### config.mk
export PLATFORM = sky130hd
export DESIGN_NAME = asynchronous_fifo
export DESIGN_NICKNAME = d
export VERILOG_FILES = /design/src/rtl/asynchronous_fifo.sv
export SDC_FILE = /design/constraint.sdc
export NUM_CORES = 1
export LEC_CHECK = 0
export CAP_MARGIN = 15
export CORE_ASPECT_RATIO = 0.75
export CORE_MARGIN = 2
export CORE_UTILIZATION = 54
export CTS_CLUSTER_DIAMETER = 60
export DETAILED_ROUTE_END_ITERATION = 6
export MAX_ROUTING_LAYER = met4
export PLACE_DENSITY_LB_ADDON = 0.2
export SYNTH_ARGS = -nofsm -noshare
export SYNTH_HDL_FRONTEND = slang
export SYNTH_SLANG_ARGS = --single-unit
### constraint.sdc
create_clock -name clk1 -period 2.4 [get_ports clk1]
set_input_delay 0.24 -clock clk1 [delete_from_list [all_inputs] [get_ports clk1]]
set_output_delay 0.24 -clock clk1 [all_outputs]
set_load 0.02 [all_outputs]
### src/rtl/asynchronous_fifo.sv
// Single-clock FIFO, 2**addrsize words of datasize bits, with registered read data.
// Pointers carry one extra wrap bit so full and empty are told apart without a counter.
module asynchronous_fifo #(
   parameter int datasize = 8,
   parameter int addrsize = 4
) (
   input  logic                clk1,
   input  logic                rst1,
   input  logic                w_en,
   input  logic                r_en,
   input  logic [datasize-1:0] wdata,
   output logic [datasize-1:0] rdata,
   output logic                full,
   output logic                empty
);

   localparam int depth = 1 << addrsize;
   localparam logic [addrsize:0] ptr_one = {{addrsize{1'b0}}, 1'b1};

   logic [datasize-1:0] mem [depth];
   logic [addrsize:0]   wptr;
   logic [addrsize:0]   rptr;
   logic                w_accept;
   logic                r_accept;

   // Same low bits with different wrap bits means the writer is a full lap ahead.
   assign empty    = (wptr == rptr);
   assign full     = (wptr[addrsize] != rptr[addrsize]) &&
                     (wptr[addrsize-1:0] == rptr[addrsize-1:0]);
   assign w_accept = w_en && !full;
   assign r_accept = r_en && !empty;

   // NOTE: storage array has no reset; stale words are unreachable once the pointers clear.
   always_ff @(posedge clk1) begin
      if (w_accept && rst1) begin
         mem[wptr[addrsize-1:0]] <= wdata;
      end
   end

   // NOTE: all sequential state uses non-blocking assignments so every register samples pre-edge values.
   always_ff @(posedge clk1 or negedge rst1) begin
      if (!rst1) begin
         wptr <= '0;
      end else if (w_accept) begin
         wptr <= wptr + ptr_one;
      end
   end

   always_ff @(posedge clk1 or negedge rst1) begin
      if (!rst1) begin
         rptr  <= '0;
         rdata <= '0;
      end else if (r_accept) begin
         rptr  <= rptr + ptr_one;
         rdata <= mem[rptr[addrsize-1:0]];
      end
   end

endmodule

[After elaboration in Yosys (flattened, before gate mapping)]
Memory sizes are Yosys's and may differ from the RTL's. A register that Yosys moved wholly into a read port is not among the register bits.
Cells that the tools add are included.
Cells by class
  bitwise logic cells: 0
  shift-type cells: 0
  divide/modulo/power cells: 0
  multiply operators: 0
  reduce and logical (&&, ||, !) cells: 7
  $add $sub $neg: 2
  equality and inequality tests: 3
  magnitude comparators: 0
  mux-type cells: 2
Operator list (number)
  $add A5 B1 Y5 const B: 2
  $eq A5 B5 Y1: 1
  $eq A4 B4 Y1: 1
  $logic_and A1 B1 Y1: 4
  $logic_not A1 Y1: 3
  $mux W1: 2
  $ne A1 B1 Y1: 1
Storage, ports and cells
  memories kept: 1
  logic and storage cells: 17
  bits in writable memories: 128
  flip-flop bits (word level): 10
  input bits: 12
  latch bits: 0
  memory bits (read-only): 0
  output and inout port bits: 10
Memories
  mem: words 16, bits a word 8, read ports 1, clocked after memory_dff 1, write ports 1, line 20  | logic [datasize-1:0] mem [depth];

[Logic depth before layout (Yosys ltp)]
Gate-level depths: netlist of the first run.
  depth in word-level cells: 7
  gate-level depth with buffers: 6
  depth with buffers taken out: 4

[Worst setup path before layout of the first run]
No wires, ideal clock.
  kind: reg2reg
  start: register wptr[4]
  end: memory mem[0][0], enable pin
  arrival: 1862 ps
  path buffers: 0
  stages on the path, launching flop included: 4
  library setup time: 395 ps
  period minus slack after synthesis: 2257 ps
  slack: 143 ps
  data required time: 2005 ps
  cell sequence: dfrtp_1 -> xnor2_1 -> o21ai_4 -> nor4_1
Between the ends
  word-level cells in the longest chain between the ends: 7
Ends and longest elaborated chain
  from (decl): line 21  | logic [addrsize:0] wptr;
  from (signal assigned): line 45  | wptr <= wptr + ptr_one;
  $ne A1 B1 Y1: line 28  | assign full = (wptr[addrsize] != rptr[addrsize]) &&
  $logic_and A1 B1 Y1: line 28
  $logic_not A1 Y1: line 30  | assign w_accept = w_en && !full;
  $logic_and A1 B1 Y1: line 30
  $logic_and A1 B1 Y1: line 35  | if (w_accept && rst1) begin
  $mux W1: line 35
  $mux W1 (not written as such): line 36  | mem[wptr[addrsize-1:0]] <= wdata;
  to (decl): line 20
No other way between the ends.

[Final worst setup path of the first run]
  start: register rptr[0]
  end: output port empty
Between the ends
  word-level cells in the longest chain between the ends: 1
Ends and longest elaborated chain
  from (decl): line 22  | logic [addrsize:0] rptr;
  from (signal assigned): line 54  | rptr <= rptr + ptr_one;
  $eq A5 B5 Y1: line 27  | assign empty = (wptr == rptr);
  to (decl): line 14  | output logic empty
No other way between the ends.

==> PnR_summary.wiki, run 1 <==
{| class="wikitable"
! Metric !! Value
|-
| Global-route wire length before repair || roughly 18000 um
|-
| Fmax || ~0.45 GHz
|-
| Cell at the root of the clock tree || clkbuf_16
|-
| Die Ht || 94.74 um
|-
| DRC || 0
|-
| Tot Pwr || between 8 and 9 mW
|-
| Detail Route Antenna Nets || 0
|-
| Sequential element share of the synthesized area || between 70% and 80%
|-
| Class of the tightest hold or removal check || in2async
|-
| Core outline area || approximately 11000 um^2
|-
| Placed standard-cell area || roughly 6500 um^2
|-
| Power per unit of standard cell area || roughly 1200 nW/um^2
|-
| Critical Path Fanout Max || 13
|-
| HPWL reported at the end of detailed placement || between 7000 and 8000 um
|-
| Post-synthesis to final-layout area growth || 19.48%
|-
| Result of the run || completed
|-
| Nets in the synthesized netlist || 305
|-
| Die footprint || between 10000 and 15000 um^2
|-
| Detailed-routing wirelength on met1 || around 5200 um
|-
| Most common cell after layout, fill and taps aside || edfxtp_1
|-
| Unrepaired setup endpoints after global routing || false
|-
| IO buf count || 21
|-
| Post-Route WL || roughly 12000 um
|-
| Global-route total usage across every layer || around 22%
|-
| Leakage Power || about 2.4 nW
|-
| Number of standard cells after synthesis || 288
|-
| Clock insertion delay at the later pin of the skew report || roughly 0.41 ns
|-
| Minimum hold slack || around 0.057 ns
|-
| Routed length on met2 || around 5500 um
|-
| Antenna Diode Count || 0
|-
| CTS max path bufs || 2
|-
| Pin count of the biggest net entering global routing || 36
|-
| Via count of the routed design || between 2000 and 3000
|-
| Via count of the first global-routing pass || just under 3000
|-
| Starting density of the core || between 50 and 60%
|-
| Highest-count cells in the layout ignoring fill and taps || edfxtp_1, mux4_2, buf_4
|-
| Number of cell rows || 33
|-
| Minimum clock period after layout || roughly 2.2 ns
|-
| Final estimated routing congestion in global placement || around 0.73
|-
| Hold violation count in the final report || 0
|-
| Number of pins exceeding their max-slew limit in the final report || 0
|-
| Max Cap Violations || 0
|-
| Cell count after placement || between 400 and 500
|-
| Number of I/O pins || 22
|-
| Critical Path AT || 1.96 ns
|-
| Setup slack after layout || just under 0.2 ns
|-
| Setup skew after layout || a little over 0.006 ns
|-
| Required time reported for the critical path endpoint || 2.16 ns
|-
| Worst Max-Slew Pin Slew || a little over 0.8 ns
|-
| Number of antenna violations at the first check in global routing || 0
|-
| CTS buffer count || 17
|-
| YS warnings || 0
|-
| Non-filler instance count after layout || roughly 500
|-
| Total number of nets in the final design || ~360
|-
| Category of the critical setup timing path || reg2out
|-
| Die width || ~120 um
|-
| Hold_buf cts || 0
|-
| Overall overflow remaining after global route || 0
|-
| Core occupancy in the finished layout || approximately 65%
|-
| H-tree depth || 4
|-
| Via density per instance || just under 6
|-
| CTS tree || yes
|-
| Netlist area before placement || approximately 6000 um^2
|-
| Kind of start point of the critical path || flip-flop
|-
| Relative slew margins || a little under half
|-
| Number of failing setup endpoints in the final timing report || 0
|-
| Final-layout setup total negative slack || 0 ns
|-
| Worst voltage drop across the vdd grid || between 700 and 800 uV
|-
| Number of clock sinks || 146
|-
| Design Area, Final || about 7000 um^2
|-
| Detailed Route Iter0 Violations || 219
|-
| Final period util || about nine tenths
|-
| Number of search-and-repair iterations in the first detailed-routing pass || 4
|-
| Kind of capture point of the worst setup path || output port
|-
| Number of distinct library cell variants in the gate-level netlist after synthesis || 30
|-
| Drt wl/cell || about 24 um
|-
| Clock-pin slew on the worst setup and hold paths || around 0.06 ns
|-
| Minimum setup slack after placement || between 0.15 and 0.2 ns
|-
| Met3 wire length || 716 um
|-
| Per-instance average area after synthesis || slightly above 20 um^2
|-
| Post-synthesis sequential element count || around 150
|-
| Highest metal used || met4
|-
| Fraction of layout instances using a drive strength above 1 || a little over a quarter
|}
-- cells in the mapped netlist --
cell type	instances	area, um^2
nand4_4	1	21.27
and3_1	2	12.51
and2_1	1	6.260
buf_12	1	20.02
nor4_1	4	25.02
nor2_1	3	11.26
buf_2	1	5.000
buf_1	1	3.750
xnor2_1	12	105.1
clkbuf_1	5	18.77
nor3_1	12	60.06
buf_8	1	15.01
o211ai_1	4	30.03
nand2_1	13	48.80
mux2_4	9	135.1
xor2_1	1	8.760
inv_1	3	11.26
o2111ai_1	2	17.52
mux4_2	23	518.0
nor2b_1	2	12.51
nand2b_1	2	12.51
mux2_1	1	11.26
a22oi_1	16	120.1
mux4_1	9	236.5
buf_6	5	56.30
o21ai_4	2	32.53
xnor2_2	1	16.27
dfrtp_1	18	450.4
ha_1	5	62.56
edfxtp_1	128	3844
-- repair_timing --
item / CTS / global route
gates resized for setup: 3 / 0
setup buffers: 0 / 0
setup endpoints to repair: 2 / 0
-- cell type report --
cell class | count | area, um^2
clock buffers | 17 | 425.4
clock inverters | 15 | 203.9
fillers | 729 | 3735
inverters | 3 | 11.26
multi-input cells | 125 | 1529
flip-flops and latches | 146 | 4298
well taps | 140 | 175.2
repair buffers | 47 | 440.4
-- critical path: stages, from the launching register on --
cell and delay, ns:
dfrtp_4 0.60, xnor2_2 0.23, nand4_4 0.21, nor2_1 0.17
dlygate4sd2_1 0.35
-- flip-flops by register name (all words and copies together), names as in the netlist --
name and flops:
wptr 5, rdata 8, rptr 5, mem 128
-- power breakdown --
part / total [mW] / internal (mW) / switching, mW
registers: 3.30 / 3.05 / 0.245
clock network: 2.77 / 1.75 / 1.02
logic: 2.68 / 1.32 / 1.36
-- final timing paths --
check                          from   endpoint  slack [ns]  cells past startpoint
max reg2reg                 rptr[0]  mem[6][6]        0.23                      5
min in group clk1          rdata[7]   rdata[7]        0.51                      1
min                            rst1    wptr[1]        0.06                      1
max                         rptr[0]      empty        0.20                      4
min reg2reg                rdata[7]   rdata[7]        0.51                      1
max in group asynchronous      rst1    rptr[0]        1.79                      2
-- routing by layer --
layer | up-vias | track usage, %
met5 | - | -
met4 | 0 | 7.407
met3 | 12 | 5.269
met2 | 88 | 32.56
met1 | 1509 | 31.38
li1 | 1293 | -
-- logic make-up (layout without fill, tap and decap cells) --
group	count (synthesis)	count (layout)	synth area share, %
flip-flops	146	146	72.44
adder cells (fa/ha/maj)	5	5	1.055
AND/OR/NAND/NOR	40	40	3.546
XOR/XNOR	14	14	2.195
multiplexers	42	42	15.20
AO/OA/AOI/OAI	24	24	3.377
buffers and inverters	17	82	2.195
(Power assumes the default switching activity.)
==> run 2: changes to the inputs <==
CORE_UTILIZATION = 48   (was 54)
GPL_TIMING_DRIVEN = 0   (was not set)
==> PnR_summary.wiki, run 2 (synthesized netlist as in run 1, its figures left out) <==
{| class="wikitable"
! Metric !! Value
|-
| Result of the run || completed
|-
| Minimum hold slack || around 0.51 ns
|-
| HPWL reported at the end of detailed placement || about 8000 um
|-
| Die footprint || between 10000 and 15000 um^2
|-
| Critical Path Fanout Max || 10
|-
| Drt wl/cell || about 23 um
|-
| Leakage Power || about 2.5 nW
|-
| Overall overflow remaining after global route || 0
|-
| Class of the tightest hold or removal check || in2reg
|-
| Max Cap Violations || 0
|-
| Final-layout setup total negative slack || 0 ns
|-
| Worst Path Buf+Inv || 2
|-
| Hold Crit Start || rst1
|-
| Required time reported for the critical path endpoint || 2.70 ns
|-
| Worst reg2reg path endpoint || rdata[3]
|-
| Detail Route Antenna Nets || 0
|-
| Kind of start point of the critical path || flip-flop
|-
| Die width || between 100 and 150 um
|-
| Number of pins exceeding their max-slew limit in the final report || 0
|-
| R2r startpoint || rptr[1]
|-
| Fmax || between 0.4 and 0.5 GHz
|-
| Total number of nets in the final design || between 300 and 400
|-
| Clock insertion delay at the later pin of the skew report || approximately 0.42 ns
|-
| Final estimated routing congestion in global placement || just over 0.8
|-
| Number of clock sinks || about 150
|-
| Pin count of the biggest net entering global routing || 23
|-
| Antenna Diode Count || 0
|-
| IO buf count || 21
|-
| Final period util || between 90% and 100%
|-
| Relative slew margins || between 40% and 50%
|-
| Fraction of layout instances using a drive strength above 1 || between 30 and 40%
|-
| Post-Route WL || 11880 um
|-
| Number of cell rows || 35
|-
| Worst voltage drop across the vdd grid || 757.2 uV
|-
| CTS tree || yes
|-
| Via density per instance || between 5 and 6
|-
| Critical-path cell with the highest stage delay || clkbuf_1
|-
| Number of cells on the worst hold path || 3
|-
| Power per unit of standard cell area || between 1000 and 1500 nW/um^2
|-
| Setup slack after layout || 0.1166 ns
|-
| Category of the critical setup timing path || reg2reg
|-
| Clock-pin slew on the worst setup and hold paths || ~0.06 ns
|-
| Cell at the root of the clock tree || clkbuf_16
|-
| Hold violation count in the final report || 0
|-
| CTS buffer count || 17
|-
| Die Ht || ~100 um
|-
| Design Area, Final || approximately 7000 um^2
|-
| Worst Max-Slew Pin Slew || 0.8435 ns
|-
| Via count of the first global-routing pass || around 3000
|-
| DRC || 0
|-
| Tot Pwr || 8.767 mW
|-
| Detailed Route Iter0 Violations || between 200 and 300
|-
| Max FFs per register || around 130
|-
| Global-route wire length before repair || approximately 18000 um
|-
| Global-route total usage across every layer || between 10% and 20%
|-
| Starting density of the core || about half
|-
| Number of I/O pins || 22
|-
| H-tree depth || 4
|-
| Number of cells on the worst reg-to-reg path || 6
|-
| Minimum setup slack after placement || -0.8018 ns
|-
| Setup skew after layout || 0.007494 ns
|-
| Reg2Reg Setup Slack || ~0.12 ns
|-
| Delay contributed by the slowest stage of the critical path || 0.52 ns
|-
| Critical Path AT || 2.59 ns
|-
| Core outline area || 12170 um^2
|-
| Most common cell after layout, fill and taps aside || edfxtp_1
|-
| Capture endpoint of the worst hold path || mem[0][1]
|-
| Number of antenna violations at the first check in global routing || 0
|-
| Minimum clock period after layout || between 2 and 2.5 ns
|-
| Post-synthesis to final-layout area growth || 21.23%
|-
| Kind of capture point of the worst setup path || flip-flop
|-
| Critical Path, Cell by Cell || buf_6 -> clkbuf_1 -> mux4_2 -> a22oi_1 -> nand2_1 -> mux2_4
|-
| Unrepaired setup endpoints after global routing || false
|-
| CTS max path bufs || 2
|-
| Via count of the routed design || 2907
|-
| Highest-count cells in the layout ignoring fill and taps || edfxtp_1, mux4_2, buf_4
|-
| Number of search-and-repair iterations in the first detailed-routing pass || 5
|-
| Number of failing setup endpoints in the final timing report || 0
|-
| Family with the most delay on the worst path || buffers and inverters
|-
| Placed standard-cell area || between 6000 and 7000 um^2
|}
-- run 2: changes by cell type in the layout (fill, tap and decap cells not counted), sizes merged --
cell,before,now
clkdlybuf4s50,19,18
bufinv,4,3
clkbuf,17,24
inv,8,5
buf,26,28
dlymetal6s2s,0,2
dlygate4sd3,0,1
clkinvlp,1,5
dlygate4sd2,2,0
clkinv,5,4
-- run 2: final cells by class --
type	instances	area (um^2)
Buffer	14	122.6
Sequential cell	146	4294
Fill cell	924	4987
Tap cell	166	207.7
Timing Repair Buffer	42	370.4
Inverter	3	11.26
Clock inverter	14	161.4
Clock buffer	17	425.4
Multi-Input combinational cell	125	1594
-- run 2: metrics by stage --
step           utilization, %  cells
5_1_grt                 59.03    527
3_5_place_dp            53.26    490
6_report                59.03    527
3_3_place_gp            52.13    475
2_1_floorplan               -    288
4_1_cts                 58.60    523
-- run 2: worst reg2reg max path, stage by stage, from the launching register on --
cell and delay, ns:
dfrtp_1 0.36, buf_6 0.16, clkbuf_1 0.52, mux4_2 0.41, a22oi_1 0.33, nand2_1 0.12
mux2_4 0.27
-- run 2: worst max path at each step --
| stage | from | end | slack (ns) | depth (start not counted) |
|---|---|---|---|---|
| 4_1_cts | wptr[4] | mem[13][4] | -0.006 | 5 |
| 5_1_grt | rptr[1] | rdata[3] | 0.03 | 6 |
| 3_3_place_gp | rst1 | mem[3][6] | -1.28 | 3 |
| 3_5_place_dp | rst1 | mem[8][1] | -0.80 | 3 |
| 2_1_floorplan | wptr[4] | mem[0][0] | 0.14 | 3 |
| 6_report | rptr[1] | rdata[3] | 0.12 | 6 |
-- run 2: timing repair --
item	in CTS	in global routing
resized for setup	11	9
pin swaps	1	0
hold buffers	0	1
endpoints found under the setup margin	79	62
endpoints found under the hold margin	0	18
buffers inserted	2	3
-- run 2: where the power goes --
part | total (mW) | switching [mW] | internal [mW]
registers | 3.22 | 0.178 | 3.05
logic | 2.93 | 1.54 | 1.39
clock network | 2.61 | 0.992 | 1.62
total | 8.77 | 2.71 | 6.05
-- run 2: layer usage --
metal / up-vias / GRT usage, % / routed length [um] / part of all wire [%]
met3: 19 / 5.556 / 1067 / 9.0
met2: 104 / 26.78 / 5182 / 44
li1: 1309 / - / - / -
met1: 1475 / 28.38 / 5419 / 46
met5: - / - / 0 / 0
met4: 0 / 8.106 / 207 / 1.7
==> run 3: changes to the inputs <==
CAP_MARGIN = 25   (was 15)
CORE_MARGIN = not set   (was 2)
SETUP_SLACK_MARGIN = 0.02   (was not set)
==> PnR_summary.wiki, run 3 (synthesized netlist as in run 1, its figures left out) <==
{| class="wikitable"
! Metric !! Value
|-
| Minimum hold slack || roughly 0.027 ns
|-
| DRC || 0
|-
| Grt peak-use layer || met1
|-
| Cell count after placement || slightly below 500
|-
| Via density per instance || ~5.6
|-
| Die width || 130.3 um
|-
| Max FFs per register || ~130
|-
| Number of pins exceeding their max-slew limit in the final report || 0
|-
| Global-route wire length before repair || 18780 um
|-
| Fraction of layout instances using a drive strength above 1 || between 30 and 40%
|-
| CTS tree || yes
|-
| Share of total power consumed by net switching || between 30% and 40%
|-
| CTS max path bufs || 2
|-
| Met3 Track Usage GR || between 6 and 7%
|-
| Kind of capture point of the worst setup path || flip-flop
|-
| Cell at the root of the clock tree || clkbuf_16
|-
| Final estimated routing congestion in global placement || 0.7787
|-
| Power per unit of standard cell area || 1222 nW/um^2
|-
| Via count of the routed design || just under 3000
|-
| Final period util || 98.74%
|-
| Non-filler instance count after layout || roughly 520
|-
| Starting density of the core || about half
|-
| Minimum clock period after layout || between 2 and 2.5 ns
|-
| IO buf count || 21
|-
| Drt wl/cell || between 20 and 25 um
|-
| Post-synthesis to final-layout area growth || 21.36%
|-
| Setup skew after layout || 0.005494 ns
|-
| Number of clock sinks || approximately 150
|-
| Kind of start point of the critical path || flip-flop
|-
| Sequential share of power || between 30% and 40%
|-
| Highest-count cells in the layout ignoring fill and taps || edfxtp_1, mux4_2, buf_4
|-
| Met2 capacity usage during global routing || 30.20%
|-
| Max Cap Violations || 0
|-
| Unrepaired setup endpoints after global routing || true
|-
| Worst voltage drop across the vdd grid || 627.4 uV
|-
| GR Layer Usage met1 || a little under a third
|-
| Required time reported for the critical path endpoint || 2.53 ns
|-
| Tot Pwr || slightly below 9 mW
|-
| Number of search-and-repair iterations in the first detailed-routing pass || 4
|-
| Leakage Power || approximately 2.5 nW
|-
| CTS buffer count || 17
|-
| Detail Route Antenna Nets || 0
|-
| Result of the run || completed
|-
| Class of the tightest hold or removal check || in2async
|-
| Category of the critical setup timing path || reg2reg
|-
| Die Ht || a little under 100 um
|-
| Fmax || 0.4220 GHz
|-
| Core outline area || 11830 um^2
|-
| Overall overflow remaining after global route || 0
|-
| Core occupancy in the finished layout || between 60% and 70%
|-
| Number of cell rows || 34
|-
| Clock insertion delay at the later pin of the skew report || between 0.4 and 0.5 ns
|-
| Via count of the first global-routing pass || 3105
|-
| H-tree depth || 4
|-
| Number of antenna violations at the first check in global routing || 0
|-
| Post-Route WL || between 10000 and 15000 um
|-
| Antenna Diode Count || 0
|-
| Critical Path Fanout Max || 8
|-
| Sequential cell area || approximately 4300 um^2
|-
| Final-layout setup total negative slack || 0 ns
|-
| Combined area of the multi-input logic cells || around 1600 um^2
|-
| Critical Path AT || between 2 and 3 ns
|-
| Most common cell after layout, fill and taps aside || edfxtp_1
|-
| Detailed Route Iter0 Violations || 170
|-
| Worst Max-Slew Pin Slew || 0.8963 ns
|-
| Relative slew margins || between 40% and 50%
|-
| Int Power || between 5 and 6 mW
|-
| Die footprint || around 13000 um^2
|-
| Net Sw Power || roughly 2.8 mW
|-
| Clock-pin slew on the worst setup and hold paths || around 0.060 ns
|-
| Pin count of the biggest net entering global routing || 23
|-
| Clock Power Share || a little under 30%
|-
| Number of failing setup endpoints in the final timing report || 0
|-
| Number of cells on the worst reg-to-reg path || 8
|-
| Total number of nets in the final design || 365
|-
| Share of total power in combinational logic || between 30 and 40%
|-
| Hold violation count in the final report || 0
|-
| Filler cell count in the final layout || 871
|-
| Number of I/O pins || 22
|-
| Global-route total usage across every layer || between 20 and 25%
|-
| HPWL reported at the end of detailed placement || 8069 um
|}
-- run 3: changes by cell type in the layout (fill, tap and decap cells not counted) --
cell | before | now
nor3_4 | 0 | 2
nor4_2 | 4 | 3
clkinv_1 | 3 | 1
bufinv_16 | 3 | 2
inv_8 | 0 | 1
nor3_2 | 10 | 8
clkbuf_4 | 1 | 0
clkinvlp_4 | 5 | 3
clkdlybuf4s15_1 | 0 | 1
buf_2 | 0 | 1
nor4_4 | 0 | 1
dlygate4sd3_1 | 1 | 0
inv_6 | 2 | 3
clkinv_4 | 0 | 3
-- run 3: final cells by class --
| cell class | instances | share of cell area, % |
|---|---|---|
| Buffer | 14 | 1.687 |
| Clock buffer | 18 | 5.965 |
| Clock inverter | 14 | 2.157 |
| Inverter | 3 | 0.1565 |
| Multi-Input combinational cell | 125 | 22.45 |
| Sequential cell | 146 | 59.69 |
| Tap cell | 162 | 2.817 |
| Timing Repair Buffer | 41 | 5.078 |
-- run 3: worst max-delay path, cell delays in order, from the launching register on --
cell and delay (ns):
dfrtp_1 0.40, buf_6 0.17, xnor2_2 0.16, nand4_4 0.13, buf_4 0.14, o21ai_4 0.07, buf_4 0.20, nor4_2 0.55
buf_4 0.27
-- run 3: layer usage --
metal	share of wire, %	vias up
li1	-	1303
met1	46	1532
met2	45	93
met3	6.8	21
met4	2.6	0
met5	0	-
-- run 3: power groups by stage --
stage               combinational (mW)  clock, mW  sequential [mW]
floorplan                         1.90          0             3.32
global placement                  2.75          0             3.26
detailed placement                2.85          0             3.27
CTS                               2.95       2.63             3.22
global route                      3.17       2.72             3.25
finish                            2.97       2.60             3.22
-- run 3: metrics by stage --
stage	setup WS, ns	instance area [um^2]
5_1_grt	-0.01473	7194
3_3_place_gp	-1.318	6341
2_1_floorplan	0.1429	5928
4_1_cts	-0.01913	7144
3_5_place_dp	-0.7160	6486
6_report	0.03028	7194
-- run 3: repair_timing --
item / in CTS / in global routing
hold endpoints to repair: 0 / 0
resized for setup: 9 / 14
endpoints found under the setup margin: 70 / 55
hold buffers: 0 / 0
buffers inserted: 4 / 0
pin swaps: 1 / 0
-- run 3: final timing paths --
check	startpoint	end	slack [ns]
max reg2reg	rptr[0]	mem[2][3]	0.03
max in group asynchronous	rst1	rdata[6]	1.82
min reg2reg	rdata[5]	rdata[5]	0.51
min	rst1	wptr[0]	0.03
min in group clk1	rdata[5]	rdata[5]	0.51
max	rptr[0]	mem[2][3]	0.03
